--- src/rtl/nrisc_multiciclo.sv ---
`default_nettype none
// ----------------------------------------------------------------------------
// nrisc_multiciclo : multi-cycle 4-register RISC core, req/ack memory ports
// Revision 1.0
// ----------------------------------------------------------------------------
module nrisc_multiciclo #(
  parameter int WIDTH = 8,
  parameter int PCW   = 8
) (
  input  logic             clk,
  input  logic             rst_n,
  output logic             instr_req,
  output logic [PCW-1:0]   instr_addr,
  input  logic             instr_ack,
  input  logic [7:0]       instr_data,
  output logic             data_req,
  output logic             data_we,
  output logic [WIDTH-1:0] data_addr,
  output logic [WIDTH-1:0] data_wdata,
  input  logic             data_ack,
  input  logic [WIDTH-1:0] data_rdata,
  output logic             halted,
  output logic [PCW-1:0]   pc_out
);

  localparam logic [3:0] OP_ADD  = 4'h0;
  localparam logic [3:0] OP_SUB  = 4'h1;
  localparam logic [3:0] OP_AND  = 4'h2;
  localparam logic [3:0] OP_OR   = 4'h3;
  localparam logic [3:0] OP_SLT  = 4'h4;
  localparam logic [3:0] OP_LI   = 4'h5;
  localparam logic [3:0] OP_LD   = 4'h6;
  localparam logic [3:0] OP_ST   = 4'h7;
  localparam logic [3:0] OP_BEQ  = 4'h8;
  localparam logic [3:0] OP_JR   = 4'h9;
  localparam logic [3:0] OP_HALT = 4'hF;

  typedef enum logic [2:0] {
    FETCH  = 3'd0,
    DECODE = 3'd1,
    EXEC   = 3'd2,
    MEM    = 3'd3,
    WB     = 3'd4,
    HALT   = 3'd5
  } state_t;

  state_t           state;
  state_t           next_state;
  logic [PCW-1:0]   pc;
  logic [7:0]       ir;
  logic [WIDTH-1:0] op_a;
  logic [WIDTH-1:0] op_b;
  logic [WIDTH-1:0] result;
  logic [WIDTH-1:0] alu;
  logic [WIDTH-1:0] regs [4];

  logic [3:0] op;
  logic [1:0] ra;
  logic [1:0] rb;
  logic       fetch_done;
  logic       mem_done;

  assign op = ir[7:4];
  assign ra = ir[3:2];
  assign rb = ir[1:0];

  // Acks only count while the matching request is actually outstanding.
  assign fetch_done = instr_req & instr_ack;
  assign mem_done   = data_req & data_ack;

  assign instr_addr = pc;
  assign pc_out     = pc;
  assign data_addr  = op_b;
  assign data_wdata = op_a;
  assign halted     = (state == HALT);

  always_comb begin
    alu = '0;
    case (op)
      OP_ADD:  alu = op_a + op_b;
      OP_SUB:  alu = op_a - op_b;
      OP_AND:  alu = op_a & op_b;
      OP_OR:   alu = op_a | op_b;
      OP_SLT:  alu = {{(WIDTH-1){1'b0}}, ($signed(op_a) < $signed(op_b))};
      OP_LI:   alu = {{(WIDTH-2){rb[1]}}, rb};
      default: alu = '0;
    endcase
  end

  always_comb begin
    next_state = state;
    case (state)
      FETCH:  if (fetch_done) next_state = DECODE;
      DECODE: next_state = EXEC;
      EXEC: begin
        case (op)
          OP_ADD, OP_SUB, OP_AND, OP_OR, OP_SLT, OP_LI: next_state = WB;
          OP_LD, OP_ST: next_state = MEM;
          OP_HALT:      next_state = HALT;
          default:      next_state = FETCH;
        endcase
      end
      MEM:     if (mem_done) next_state = (op == OP_LD) ? WB : FETCH;
      WB:      next_state = FETCH;
      HALT:    next_state = HALT;
      default: next_state = FETCH;
    endcase
  end

  always_ff @(posedge clk) begin
    if (!rst_n) begin
      state     <= FETCH;
      pc        <= '0;
      ir        <= '0;
      op_a      <= '0;
      op_b      <= '0;
      result    <= '0;
      instr_req <= 1'b0;
      data_req  <= 1'b0;
      data_we   <= 1'b0;
      for (int i = 0; i < 4; i++) regs[i] <= '0;
    end else begin
      state <= next_state;
      // Requests are registered from the next state, so they appear with the state itself.
      instr_req <= (next_state == FETCH);
      data_req  <= (next_state == MEM);
      case (state)
        FETCH: begin
          if (fetch_done) begin
            ir <= instr_data;
            pc <= pc + {{(PCW-1){1'b0}}, 1'b1};
          end
        end
        DECODE: begin
          op_a <= regs[ra];
          op_b <= regs[rb];
        end
        EXEC: begin
          result <= alu;
          if (op == OP_BEQ && op_a == '0) pc <= PCW'(op_b);
          if (op == OP_JR) pc <= PCW'(op_a);
          if (next_state == MEM) data_we <= (op == OP_ST);
        end
        MEM: begin
          if (mem_done) begin
            data_we <= 1'b0;
            if (op == OP_LD) result <= data_rdata;
          end
        end
        WB:      regs[ra] <= result;
        default: ;
      endcase
    end
  end

endmodule
`default_nettype wire

--- config.mk ---
export PLATFORM = sky130hd
export DESIGN_NAME = nrisc_multiciclo
export DESIGN_NICKNAME = d
export VERILOG_FILES = /design/src/rtl/nrisc_multiciclo.sv
export SDC_FILE = /design/constraint.sdc
export NUM_CORES = 1
export LEC_CHECK = 0
export ABC_CLOCK_PERIOD_IN_PS = 2600
export CAP_MARGIN = 5
export CORE_MARGIN = 3
export CORE_UTILIZATION = 41
export CTS_CLUSTER_SIZE = 14
export DETAILED_ROUTE_END_ITERATION = 16
export GPL_TIMING_DRIVEN = 1
export PLACE_DENSITY = 0.66
export SETUP_SLACK_MARGIN = 0.15
export SYNTH_ARGS = -nofsm -noshare
export SYNTH_HDL_FRONTEND = slang
export SYNTH_SLANG_ARGS = --single-unit
--- constraint.sdc ---
create_clock -name clk -period 2.6 [get_ports clk]
set_input_delay 0.65 -clock clk [delete_from_list [all_inputs] [get_ports clk]]
set_output_delay 0.65 -clock clk [all_outputs]
set_load 0.01 [all_outputs]
Word level (Yosys, flattened, before mapping)

Memory sizes are Yosys's and may differ from the RTL's. A register that Yosys moved wholly into a read port is not among the register bits.
Cells that the tools add are included.

Flip-flop bits (word level): 30
Bits in writable memories: 32
Bits in read-only memories: 48
Bits of input ports: 20
Output and inout bits: 36
Memories: 2

Add/subtract/negate cells: 3
Magnitude comparators: 1
Eq/ne operators: 20
Muxes and demuxes: 24
Bitwise operators: 4
Reduce and logical (&&, ||, !) cells: 14

Memories:

| name             | depth | width | rd ports | clocked after Yosys merged registers in | write ports | RTL line | RTL |
|---|---|---|---|---|---|---|---|
| (name not given) | 16    | 3     | 1        | 1                                       | 0           | 96       | `case (op)` |
| regs             | 4     | 8     | 2        | 2                                       | 4           | 55       | `logic [WIDTH-1:0] regs [4];` |

Operators with widths:

| cell                                                 | number |
|---|---|
| two-way mux 8 bit                                    | 6 |
| one-hot mux 8 bit (6 select lines)                   | 1 |
| one-hot mux 8 bit (2 select lines)                   | 2 |
| equality test 4 x 3 -> 1 bit (second input constant) | 4 |
| one-hot mux 3 bit (5 select lines)                   | 1 |
| equality test 3 x 2 -> 1 bit (second input constant) | 3 |
| two-way mux 3 bit                                    | 3 |
| AND reduction 3 bit                                  | 3 |
| adder 8 x 1 -> 8 bit (second input constant)         | 1 |
| adder 8 bit                                          | 1 |
| AND 8 bit                                            | 1 |
| equality test 4 x 2 -> 1 bit (second input constant) | 2 |
| equality test 4 bit (second input constant)          | 2 |
| zero test 8 bit                                      | 1 |
| less-than comparator 8 bit                           | 1 |
| two-way mux 4 bit                                    | 2 |
| != test 2 bit (second input constant)                | 4 |
| OR 8 bit                                             | 1 |
| OR reduction 8 bit                                   | 1 |
| subtractor 8 bit                                     | 1 |
| two-way mux 1 bit                                    | 7 |
| equality test 3 bit (second input constant)          | 2 |
| zero test 3 bit                                      | 2 |
| equality test 4 x 1 -> 1 bit (second input constant) | 1 |
| other kinds (10)                                     | 13 |

Logic depth before layout (Yosys ltp)

Gate-level depths: netlist (run 1).

Word-level depth: 7
Mapped depth: 10
Depth with buffers taken out: 10

Worst setup path after synthesis (run 1)

No wires, ideal clock.

Path type: reg-to-reg
From: register op_b[0], in the netlist data_addr[0], read port of regs
To: register result[0]
Arrival: 2052 ps
Data required time: 2530 ps
Path slack: 478 ps
Cell stages (with the launch flop): 10
Buffers on the path: 0
Clock period less this slack: 2122 ps
Path through: dfxtp_1 ha_1 inv_1 fa_1 nor2b_1 o21ai_0 nand2_1 a2111oi_0 o211ai_1 a21oi_1

Word-level cells in the longest chain between the ends: 3
Elaborated cells between the ends (all ways): 7
Classes of those cells: add/sub: 2; order compare: 1; mux: 2; bitwise: 2

RTL lines:

| element                                        | RTL line | RTL |
|---|---|---|
| from (decl)                                    | 52       | `logic [WIDTH-1:0] op_b;` |
| subtractor 8 bit, or another cell as far along | 81       | `OP_SUB: alu = op_a - op_b;` |
| one-hot mux 8 bit (6 select lines) (*)         | 79       | `case (op)` |
| one-hot mux 8 bit (2 select lines) (*)         | 127      | `case (state)` |
| to (signal assigned)                           | 139      | `result <= alu;` |
| to (signal assigned)                           | 147      | `if (op == OP_LD) result <= data_rdata;` |
| to (decl)                                      | 53       | `logic [WIDTH-1:0] result;` |

Mark *: on every way between the ends. The rest lies on a longest branch, timed or not.
A chain may end at the register's enable or synchronous reset.

Worst setup path after layout (run 1)

From: register state[1]
To: output port halted

Word-level cells in the longest chain between the ends: 1

RTL lines:

| element                | RTL line | RTL |
|---|---|---|
| from (decl)            | 47       | `state_t state;` |
| from (signal assigned) | 123      | `state <= next_state;` |
| equality test 3 bit    | 75       | `assign halted = (state == HALT);` |
| to (decl)              | 22       | `output logic halted,` |

Every way passes these cells.

==> impl_results.md, run 1 <==
- Crit path DAT: 1720 ps
- Register area: 1940 um2
- Most frequent cell after synthesis: nand2_1
- Hold/Removal Path Class: reg -> reg
- Final worst path period need: 2370 ps
- CP cell instances: nor3b_2 > clkdlybuf4s50_1
- Post-CTS Hold Fix Bufs: 0
- Diodes inserted: 0
- Total CTS buffers: 9
- CTS Buffer Depth: 2
- Global route overflow: 0
- Post-CTS Setup Bufs: 0
- Syn nets: 586
- Antenna violations before repair: 0
- Status: finished, final reports clean
- Peak VDD IR: 0.300 mV
- First-pass GRT wire length: 22100 um
- Critical path's slowest cell: clkdlybuf4s50_1
- Critical path startpoint category: flip-flop
- Crit Reg-Reg Startpoint: data_addr[0]$_SDFFE_PN0P_
- WHS Endpoint: data_we$_SDFFE_PN0P_
- Worst-Skew Late Latency: 340 ps
- Syn-to-layout area delta: 19.6%
- Worst r2r dst: result[0]$_SDFFE_PN0P_
- Layout fillers: 1054
- Clock transition at the registers of the reported paths: 60 ps
- Slew Limit Fails: 0
- Port buffer count: 55
- # DRC: 0
- Gpl congestion: 0.915
- Final Hold Vio Count: 0
- DP Worst Slack: 201 ps
- Post-DP HPWL: 10600 um
- Crit. Startpoint: state[1]$_SDFF_PN0_
- Register area share after synthesis: 0.387
- Flop2flop setup slack: 250 ps
- FF-to-FF path depth: 9
- Final wirelength: 13800 um
- Tot GR Track Use: 0.211
- Post-synth EDFFs: 32
- Area contributors post-synth: dfxtp_1 (20%), edfxtp_1 (19%), mux4_2 (7.2%)
- Leakage power: 2.19 nW
- Die width: 117 um
- Flops & latches, synth: 81
- Peak Freq: 422 MHz
- Yosys top cell by area: dfxtp_1
- Row cnt: 39
- Final WS setup: 231 ps
- Period utilisation layout: 0.911
- Hold Path Stages: 2
- Warnings, synthesis: 0
- Antenna-violating nets left: 0
- Routed WL per cell: 18.8 um
- I/O Pins: 56
- Required @ worst endpoint: 1950 ps
- CP Class: reg -> out
- Worst-Margin Slew: 1160 ps
- Layout cells sized above 1: 0.110
- Post-Synthesis Cell Area: 5010 um2
- Hold path start: data_we$_SDFFE_PN0P_
- TritonCTS clock tree: done
- First-pass DRT Iterations: 5
- Die ar.: 13600 um2
- Clock tree sinks: 81
- Worst slew margin: 0.217
- Final worst hold slack: 485 ps
- Initial core utilization: 0.430
- Critical Path Fanout Max: 10
- Synth unique cells: 60
- Multi-input logic area: 2760 um2
- DR vias/cell: 5.69
- Unrepaired setup endpoints after global routing: true
- Mapped Cells: 536
- DRT iter0 DRCs: 450
- Synth top area share: 0.196
- Core region area: 11700 um2
- Post-layout util: 0.514
- Nets: 637
- Die Y-Extent: 117 um
- Primary FF master, synth: dfxtp_1
- Max-Cap Viols: 0
- Synthesized area per cell: 9.36 um2
- Vias in the first global route: 4092
- Post-synth top cells: nand2_1 (65), dfxtp_1 (49), nor2_1 (39)
- Power density over the cells: 502 nW/um2
- Worst setup EP type: primary output
- Root Buffer: clkbuf_16
- Largest net degree at the start of global routing: 21
- Final setup fails: 0
- Async S/R FF share, synth: 0
- H-tree levels: 3
- Clk_skew: 8.40 ps
- Setup TNS: 0 ps
- CP max stage delay: 610 ps
- Total number of vias: 4179
-- worst max-delay path: cells and delay by family, from the launching register on --
| kind | cells | cell delay [ps] |
|---|---|---|
| buffers and inverters | 1 | 610 |
| flip-flops | 1 | 410 |
| AND/OR/NAND/NOR | 1 | 360 |
-- stage by stage --
stage	power [W]	cells	cell area (um2)
floorplan	0.00168	536	5010
global placement	0.00182	719	5710
detailed placement	0.00182	719	5710
CTS	0.00302	735	6000
global route	0.00313	735	6000
finish	0.00301	735	6000
-- final cells by class --
cell class	count	area share
clock buffer	9	0.0375
clock inverter	7	0.00918
inverter	29	0.0181
multi-input combinational	388	0.461
sequential	81	0.324
tap	143	0.0298
timing repair buffer	78	0.121
-- worst max-delay path by stage --
stage,to,cells after the start
after floorplan,result[0]$_SDFFE_PN0P_,9
after global placement,instr_addr[4]$_SDFFE_PN0P_,6
after detailed placement,instr_addr[5]$_SDFFE_PN0P_,6
after CTS,result[0]$_SDFFE_PN0P_,10
after global routing,result[0]$_SDFFE_PN0P_,9
final,halted,2
-- logic make-up (layout without fill, tap and decap cells) --
| logic type | Yosys count | count (layout) | synth area share |
|---|---|---|---|
| xor gates and xnor gates | 4 | 4 | 0.00699 |
| buffers and inverters | 67 | 123 | 0.0629 |
| AOI/OAI and AO/OA | 118 | 118 | 0.149 |
| DFF | 81 | 81 | 0.387 |
| muxes | 40 | 40 | 0.123 |
| adders and majority gates | 30 | 30 | 0.0778 |
| and+or+nand+nor | 196 | 196 | 0.193 |
-- routing by layer --
metal  track usage  wire length, um  up-vias  share of wire
met4        0.0535              175        0          0.013
met2         0.333             6430      133           0.46
met1         0.302             6410     2030           0.46
li1              -                -     2003              -
met5             0                0        -              0
met3        0.0394              820       13          0.059
-- report_power, final --
group / total, W / leakage (nW) / switching, W / internal (W)
Combinational: 0.000392 / 1.33 / 0.000211 / 0.000181
Clock: 0.00121 / 0.134 / 0.000549 / 0.000656
Sequential: 0.00141 / 0.728 / 0.0000553 / 0.00136
Total: 0.00301 / 2.19 / 0.000815 / 0.00219
-- flip-flops by register name, indices dropped and copies added, names as in the netlist, named ones only --
register / count
instr_req: 1
state: 3
instr_addr: 8
data_req: 1
data_wdata: 8
data_addr: 8
ir: 8
regs: 32
result: 8
data_we: 1
-- repair_timing --
item	4_1_cts	5_1_grt
hold endpoints to repair	0	0
cloned	0	0
pin swaps	0	0
resized for setup	1	2
endpoints found under the setup margin	1	2
-- layout by cell type (no fill, tap or decap), drive strengths merged, types with 28 or more instances in the layout --
master,synthesis,final
a21oi,30,30
and2,35,35
clkdlybuf4s50,0,55
dfxtp,49,49
edfxtp,32,32
ha,28,28
inv,29,31
nand2,65,65
nor2,40,40
o21ai,33,33
Power figures use the tool's default switching activity.
==> run 2: changes to the inputs <==
CAP_MARGIN = 25   (was 5)
==> run 2 against run 1 <==
  * Critical path depth unchanged
  * Non-clock buffer count increased by 2
  * Global-route usage increased by 0.23 points
  * Fmax increased by 0.88%
  * Highest routed layer unchanged
  * Flip-flop and latch count unchanged
  * Total power increased by 3.9%
  * Setup slack improved by 21 ps
  * Critical endpoint unchanged
==> impl_results.md, run 2 (same netlist as run 1, synthesis figures left out) <==
- Hold Path Stages: 2
- Largest net degree at the start of global routing: 21
- Vias in the first global route: 4100
- Die Y-Extent: 117 um
- Flop2flop setup slack: 280 ps
- Setup TNS: 0 ps
- Final WS setup: 252 ps
- Total CTS buffers: 9
- Global route overflow: 0
- Port buffer count: 55
- Period utilisation layout: 0.903
- TritonCTS clock tree: done
- Max-Cap Viols: 0
- H-tree levels: 3
- FF-to-FF path depth: 8
- Routed WL per cell: 18.9 um
- Final wirelength: 13900 um
- P_int: 0.00230 W
- Die width: 117 um
- Multi-input logic area: 2780 um2
- Nets: 639
- Gpl congestion: 0.915
- Die ar.: 13600 um2
- DR vias/cell: 5.74
- Worst r2r dst: result[5]$_SDFFE_PN0P_
- Biggest register: regs
- I/O Pins: 56
- DP Worst Slack: 205 ps
- Post-CTS Setup Bufs: 0
- Clock transition at the registers of the reported paths: 60 ps
- Row cnt: 39
- Clk_skew: 8.59 ps
- Seq pwr share: 0.451
- Commonest non-fill, non-tap cells in the layout: nand2_1 (65), clkdlybuf4s50_1 (55), dfxtp_1 (48)
- DRT iter0 DRCs: 361
- # DRC: 0
- Hold/Removal Path Class: reg -> reg
- Commonest non-fill, non-tap cell in the layout: nand2_1
- First-pass GRT wire length: 22100 um
- Worst-Margin Slew: 887 ps
- Diodes inserted: 0
- Root Buffer: clkbuf_16
- Final Hold Vio Count: 0
- Status: finished, final reports clean
- Register area: 1940 um2
- Layout fillers: 1052
- Crit path DAT: 1700 ps
- Comb pwr share: 0.127
- Power density over the cells: 518 nW/um2
- Hold path start: data_we$_SDFFE_PN0P_
- Leakage power: 2.21 nW
- First-pass DRT Iterations: 5
- Antenna-violating nets left: 0
- Syn-to-layout area delta: 20.5%
- Post-route cell area: 6040 um2
- Tot GR Track Use: 0.214
- Crit. Startpoint: state[1]$_SDFF_PN0_
- Switching share of power: 0.266
- Antenna violations before repair: 0
- Final worst path period need: 2350 ps
- Worst-Skew Late Latency: 350 ps
- Worst setup EP type: primary output
- Area after DPL: 5720 um2
- Clock tree sinks: 81
- WHS Endpoint: data_we$_SDFFE_PN0P_
- CTS Buffer Depth: 2
- Total number of vias: 4234
- Peak VDD IR: 0.293 mV
- Final setup fails: 0
- Critical Path Fanout Max: 10
- Slew Limit Fails: 0
- Max FFs per register: 32
- Peak Freq: 426 MHz
- Required @ worst endpoint: 1950 ps
- CP Class: reg -> out
- Crit Reg-Reg Startpoint: data_wdata[1]$_SDFFE_PN0P_
- Critical path startpoint category: flip-flop
- Unrepaired setup endpoints after global routing: false
- Core region area: 11700 um2
- Initial core utilization: 0.430
- Post-DP HPWL: 10600 um
- Worst slew margin: 0.403
- Clock power frac: 0.422
- Psw: 0.000831 W
- Layout cells sized above 1: 0.114
-- run 2: cell types whose count changed in the layout (fill, tap and decap cells not counted), sizes merged --
| cell | change |
|---|---|
| buf | +2 |
| bufinv | +1 |
| clkinv | -1 |
| clkinvlp | -1 |
| inv | +1 |
-- run 2: final cells by class --
class	instances	share of cell area
well taps	143	0.0296
clock inverters	7	0.0128
inverters	29	0.0180
multi-input cells	388	0.459
clock buffers	9	0.0373
repair buffers	80	0.121
flip-flops and latches	81	0.322
-- run 2: what timing repair did --
item                       CTS  global route
gates resized for setup      1             4
setup endpoints to repair    1             3
hold buffers                 0             0
-- run 2: routing by layer --
| layer | share of wire | track usage | vias to the layer above |
|---|---|---|---|
| met5 | 0 | 0 | - |
| li1 | - | - | 2014 |
| met3 | 0.063 | 0.0373 | 19 |
| met1 | 0.45 | 0.306 | 2046 |
| met4 | 0.020 | 0.0711 | 0 |
| met2 | 0.47 | 0.329 | 155 |
-- run 2: worst max-delay path by stage --
stage | depth (start not counted) | to
after floorplan | 9 | result[0]$_SDFFE_PN0P_
after global placement | 6 | instr_addr[4]$_SDFFE_PN0P_
after detailed placement | 6 | instr_addr[3]$_SDFFE_PN0P_
after CTS | 10 | result[0]$_SDFFE_PN0P_
after global routing | 9 | result[0]$_SDFFE_PN0P_
final | 2 | halted
-- run 2: critical path, stage by stage, from the launching register on --
cell,delay [ps]
dfxtp_1,430
nor3b_4,330
clkdlybuf4s50_1,590
-- run 2: metrics by stage --
step / hold WS, ps / cells / util / total power (W)
after floorplan: 467 / 536 / - / 0.00168
after global placement: 478 / 719 / 0.490 / 0.00182
after detailed placement: 476 / 721 / 0.491 / 0.00183
after CTS: 485 / 737 / 0.517 / 0.00313
after global routing: 499 / 737 / 0.518 / 0.00324
final: 485 / 737 / 0.518 / 0.00313
-- run 2: power by group through the flow --
| stage | Sequential [W] | Clock [W] | Combinational [W] |
|---|---|---|---|
| floorplan | 0.00141 | 0 | 0.000263 |
| global placement | 0.00144 | 0 | 0.000383 |
| detailed placement | 0.00144 | 0 | 0.000386 |
| CTS | 0.00141 | 0.00133 | 0.000388 |
| global route | 0.00142 | 0.00139 | 0.000432 |
| finish | 0.00141 | 0.00132 | 0.000397 |
